--- src/rtl/serial_tx.sv ---
`timescale 1ns/1ps
// serial_tx: 8N1 UART transmitter fed by a FIFO_DEPTH-entry byte FIFO; each bit lasts WAITCNT clocks, LSB first.
// Latency: a byte pushed into an empty, idle block pulls TXD low one edge later. Backpressure: FULL; a WE while FULL drops the byte and sets sticky OVF.
// Optional macro SERIAL_TX_PARITY_EN adds an even-parity bit after D7 (11*WAITCNT clocks per frame).
module serial_tx #(
  parameter int WAITCNT    = 5,
  parameter int FIFO_DEPTH = 4
) (
  input  logic       CLK,
  input  logic       RST_X,
  input  logic [7:0] DATA,
  input  logic       WE,
  output logic       FULL,
  output logic       BUSY,
  output logic       OVF,
  output logic       TXD
);

  localparam int AW = (FIFO_DEPTH > 1) ? $clog2(FIFO_DEPTH) : 1;
  localparam int CW = $clog2(WAITCNT + 1);
  localparam logic [AW:0]   DEPTH_C = (AW+1)'(FIFO_DEPTH);
  localparam logic [CW-1:0] CNT_MAX = CW'(WAITCNT);
  localparam logic [CW-1:0] CNT_ONE = CW'(1);

`ifdef SERIAL_TX_PARITY_EN
  typedef enum logic [2:0] {ST_IDLE, ST_START, ST_DATA, ST_PARITY, ST_STOP} state_t;
`else
  typedef enum logic [2:0] {ST_IDLE, ST_START, ST_DATA, ST_STOP} state_t;
`endif

  logic [7:0]    mem [FIFO_DEPTH];
  logic [AW-1:0] wr_ptr, rd_ptr;
  logic [AW:0]   count, count_n;
  logic          push, pop, load, fifo_empty;
  logic [7:0]    head;

  state_t        state, state_n;
  logic [CW-1:0] cnt, cnt_n;
  logic [2:0]    bit_idx, bit_idx_n;
  logic [7:0]    shreg, shreg_n;
  logic          txd_n;
  logic          bit_end;
`ifdef SERIAL_TX_PARITY_EN
  logic          par, par_n;
`endif

  assign push       = WE && !FULL;
  assign fifo_empty = (count == '0);
  assign head       = mem[rd_ptr];
  assign bit_end    = (cnt == CNT_MAX);

  always_comb begin
    count_n = count;
    if (push && !pop)
      count_n = count + 1'b1;
    else if (!push && pop)
      count_n = count - 1'b1;
  end

  always_comb begin
    state_n   = state;
    cnt_n     = cnt;
    bit_idx_n = bit_idx;
    shreg_n   = shreg;
    txd_n     = TXD;
    load      = 1'b0;
    pop       = 1'b0;
`ifdef SERIAL_TX_PARITY_EN
    par_n     = par;
`endif
    if (state == ST_IDLE) begin
      txd_n = 1'b1;
      load  = !fifo_empty;
    end else if (!bit_end) begin
      cnt_n = cnt + 1'b1;
    end else begin
      cnt_n = CNT_ONE;
      case (state)
        ST_START: begin
          state_n   = ST_DATA;
          txd_n     = shreg[0];
          shreg_n   = {1'b0, shreg[7:1]};
          bit_idx_n = '0;
        end
        ST_DATA: begin
          if (bit_idx == 3'd7) begin
`ifdef SERIAL_TX_PARITY_EN
            state_n = ST_PARITY;
            txd_n   = par;
`else
            state_n = ST_STOP;
            txd_n   = 1'b1;
`endif
          end else begin
            txd_n     = shreg[0];
            shreg_n   = {1'b0, shreg[7:1]};
            bit_idx_n = bit_idx + 1'b1;
          end
        end
`ifdef SERIAL_TX_PARITY_EN
        ST_PARITY: begin
          state_n = ST_STOP;
          txd_n   = 1'b1;
        end
`endif
        ST_STOP: begin
          // Pop straight into START so back-to-back frames carry no idle clock.
          if (!fifo_empty) begin
            load = 1'b1;
          end else begin
            state_n = ST_IDLE;
            txd_n   = 1'b1;
          end
        end
        default: state_n = ST_IDLE;
      endcase
    end
    if (load) begin
      pop     = 1'b1;
      shreg_n = head;
      txd_n   = 1'b0;
      cnt_n   = CNT_ONE;
      state_n = ST_START;
`ifdef SERIAL_TX_PARITY_EN
      par_n   = ^head;
`endif
    end
  end

  always_ff @(posedge CLK or negedge RST_X) begin
    if (!RST_X) begin
      state   <= ST_IDLE;
      cnt     <= '0;
      bit_idx <= '0;
      shreg   <= '0;
      TXD     <= 1'b1;
`ifdef SERIAL_TX_PARITY_EN
      par     <= 1'b0;
`endif
    end else begin
      state   <= state_n;
      cnt     <= cnt_n;
      bit_idx <= bit_idx_n;
      shreg   <= shreg_n;
      TXD     <= txd_n;
`ifdef SERIAL_TX_PARITY_EN
      par     <= par_n;
`endif
    end
  end

  always_ff @(posedge CLK or negedge RST_X) begin
    if (!RST_X) begin
      wr_ptr <= '0;
      rd_ptr <= '0;
      count  <= '0;
      FULL   <= 1'b0;
      BUSY   <= 1'b0;
      OVF    <= 1'b0;
    end else begin
      if (push) wr_ptr <= wr_ptr + 1'b1;
      if (pop)  rd_ptr <= rd_ptr + 1'b1;
      count <= count_n;
      FULL  <= (count_n == DEPTH_C);
      BUSY  <= !((state_n == ST_IDLE) && (count_n == '0));
      // FULL is the pre-edge occupancy, so a pop on this edge does not rescue the byte.
      if (WE && FULL) OVF <= 1'b1;
    end
  end

  always_ff @(posedge CLK) begin
    if (push) mem[wr_ptr] <= DATA;
  end

endmodule

--- config.mk ---
export PLATFORM = sky130hd
export DESIGN_NAME = serial_tx
export DESIGN_NICKNAME = d
export VERILOG_FILES = /design/src/rtl/serial_tx.sv
export SDC_FILE = /design/constraint.sdc
export NUM_CORES = 1
export LEC_CHECK = 0
export CORE_UTILIZATION = 55
export DETAILED_ROUTE_END_ITERATION = 12
export GPL_TIMING_DRIVEN = 1
export PLACE_DENSITY_LB_ADDON = 0.1
export SYNTH_ARGS = -nofsm -noshare
export SYNTH_HDL_FRONTEND = slang
export SYNTH_SLANG_ARGS = --single-unit
--- constraint.sdc ---
create_clock -name CLK -period 6.8 [get_ports CLK]
set_clock_uncertainty 0.05 [all_clocks]
set_input_delay 1.36 -clock CLK [delete_from_list [all_inputs] [get_ports CLK]]
set_output_delay 1.36 -clock CLK [all_outputs]
set_load 0.01 [all_outputs]
==> summary.md <==
| Metric | Value |
|---|---|
| Pwr Density | `425 nW/um2` |
| Most used standard cell by instance count after synthesis | `edfxtp_1` |
| Area delta synth->final | `14.9%` |
| Vias per Instance | `5.88` |
| Syn_nets | `210` |
| Synth Instances | `190` |
| Max IR drop VDD | `0.228 mV` |
| Status | `finished clean` |
| Fmax | `between 0.3 and 0.4 GHz` |
| Flops & latches, synth | `60` |
| Post-synth EDFFs | `32` |
| RSZ-0062 raised after global routing | `no` |
| Post-synthesis adder-cell area fraction | `0.0424` |
| Diodes inserted | `0` |
| Area of the multi-input gates | `between 900 and 1000 um2` |
| Root buffer cell | `clkbuf_8` |
| Final Worst Setup Slack | `roughly 3700 ps` |
| Fillcell total | `329` |
| Worst slew margin | `0.582` |
| WS Path Type | `primary input to flop` |
| Ys Warns | `0` |
| Fraction of layout cells with a size suffix above 1 | `0.142` |
| Critical path required time | `between 6000 and 7000 ps` |
| Syn Area/Cell | `14.0 um2` |
| Drt total wl | `roughly 4400 um` |
| Setup crit start kind | `primary input` |
| DRT antenna net count | `0` |
| Die height | `around 71 um` |
| Hold-fix buffers, CTS | `0` |
| Port Buffers | `14` |
| Final worst-path cycle share | `0.456` |
| Die ar. | `5110 um2` |
| Place WS | `around 3400 ps` |
| Gr ovfl total | `0` |
| Worst-Margin Slew | `618 ps` |
| Setup TNS | `0 ps` |
| DR iter-0 viols | `114` |
| Synth Area in Simple Gates | `0.107` |
| Initial Util | `0.589` |
| Vias in the first global route | `about 1.6k` |
| TritonRoute pass-1 iters | `4` |
| Post-synth ARST share | `0.467` |
| Worst min path class | `flop to flop` |
| Sequential cell area | `between 1500 and 2000 um2` |
| Final nets | `227` |
| Clock latency on the worst-skew pair | `330 ps` |
| Post-synthesis compound-gate area fraction | `0.0778` |
| Leakage | `1.21 nW` |
| Hpwl dp | `3050 um` |
| Largest family of logic cells by synthesized area | `simple AND/OR/NAND/NOR gates` |
| Pins Over Slew Limit | `0` |
| Fin crit period | `3100 ps` |
| H-Tree Depth | `3` |
| # rows | `24` |
| Ports | `15` |
| Largest net degree at the start of global routing | `29` |
| CTS max path bufs | `2` |
| XOR/XNOR share of the synthesized area | `0.0226` |
| Max-cap viol count | `0` |
| Clk sinks | `60` |
| TritonCTS clock tree | `yes` |
| Total core area | `4500 um2` |
| Crit Path Max Fanout | `8` |
| Residual DRC count | `0` |
| Gr usage total | `0.203` |
| Synth area leader | `edfxtp_1` |
| Cts repair resizes | `0` |
| Final Util | `0.677` |
| Setup bufs post-CTS | `0` |
| Final Setup Violations | `0` |
| CTS buffer count | `9` |
| List of most frequent post-synthesis cells | `32 x edfxtp_1, 27 x dfrtp_1, 21 x nand2_1` |
| Seq/Total Area, Yosys | `0.627` |
| Yosys top cell area share | `0.362` |
| Synth cell types | `43` |
| Via count | `~1.6k` |
| Reg2Reg Setup Slack | `4180 ps` |
| Mux cell area share after synthesis | `0.102` |
| Routed len/inst | `about 17 um` |
| Top post-synthesis cells by area | `edfxtp_1 36%, dfrtp_1 25%, mux4_2 6.8%` |
| Mapped Area | `approximately 2700 um2` |
| CTS clk-pin slew, worst paths | `roughly 60 ps` |
| Final hold vios | `0` |
| GP Congestion | `0.807` |
| Initial antenna violation count | `0` |
| Arr. time, crit path | `3250 ps` |
| Critical path endpoint category | `flop` |
| Primary FF master, synth | `edfxtp_1` |
| Die X | `around 71 um` |
| First-pass GRT wire length | `7550 um` |
## logic make-up (layout without fill, tap and decap cells)
| logic type | after synthesis | in the layout |
|---|---|---|
| AO/OA/AOI/OAI | 29 | 29 |
| flip-flops | 60 | 60 |
| buffers and inverters | 15 | 37 |
| multiplexers | 17 | 17 |
| XOR/XNOR | 6 | 6 |
| adder cells (fa/ha/maj) | 9 | 9 |
| AND/OR/NAND/NOR | 54 | 54 |
## state kept, by name (all words and copies together) (netlist names)
signal,cells
BUSY,1
OVF,1
cnt,3
mem,32
state,3
TXD,1
rd_ptr,2
count,3
FULL,1
shreg,8
wr_ptr,2
bit_idx,3
## cell type report
class	instances	area share
multi-input combinational	115	0.306
clock buffer	9	0.0406
timing repair buffer	16	0.0509
clock inverter	7	0.0295
inverter	5	0.00616
sequential	60	0.545
tap	52	0.0213
## per-stage QoR
step	hold slack [ps]	std cells	power [mW]	cell area [um2]
6_report	414	264	1.30	3050
5_1_grt	446	264	1.38	3050
4_1_cts	424	264	1.31	3050
3_5_place_dp	409	248	0.963	2840
3_3_place_gp	392	248	0.935	2840
2_1_floorplan	404	190	0.855	2650
## placed cells by master, fill, tap and decap left out, types with 2 or more instances in the layout
| cell type | instances |
|---|---|
| a21o_1 | 2 |
| a21oi_1 | 3 |
| a31oi_1 | 2 |
| and2_1 | 6 |
| buf_4 | 2 |
| bufinv_16 | 2 |
| clkbuf_8 | 9 |
| clkdlybuf4s50_1 | 14 |
| clkinv_2 | 2 |
| dfrtp_1 | 27 |
| edfxtp_1 | 32 |
| ha_1 | 9 |
| inv_1 | 5 |
| mux2i_1 | 8 |
| mux4_2 | 8 |
| nand2_1 | 21 |
| nand2b_1 | 5 |
| nand3_1 | 2 |
| nand3b_1 | 2 |
| nor2_1 | 5 |
| nor2b_1 | 2 |
| nor3_1 | 3 |
| o21ai_0 | 12 |
| or3_1 | 2 |
| xnor2_1 | 3 |
| xor2_1 | 2 |
## critical path, cell delays in order
cell,delay (ps)
clkdlybuf4s50_1,490
nor2b_1,440
nand2_1,110
mux2i_1,240
xnor2_2,160
or4b_1,450
## power by group
part / switching, mW / internal (mW)
Sequential: 0.0908 / 0.492
Combinational: 0.183 / 0.185
Clock: 0.140 / 0.205
Total: 0.413 / 0.883
## final timing paths
check / from / end / cells after the start
setup / recovery: WE / BUSY / 6
hold / removal: OVF / OVF / 1
setup reg to reg: state[2] / BUSY / 5
hold reg to reg: OVF / OVF / 1
max in group asynchronous: RST_X / TXD / 2
min in group asynchronous: RST_X / bit_idx[1] / 2
## metal layers
metal  global-route usage  up-vias  share of wire
li1                     -      735              -
met1                0.274      787           0.48
met2                0.313       25           0.47
met3               0.0549        5          0.027
met4               0.0915        0          0.014
met5                    0        -              0
Power figures use the tool's default switching activity.
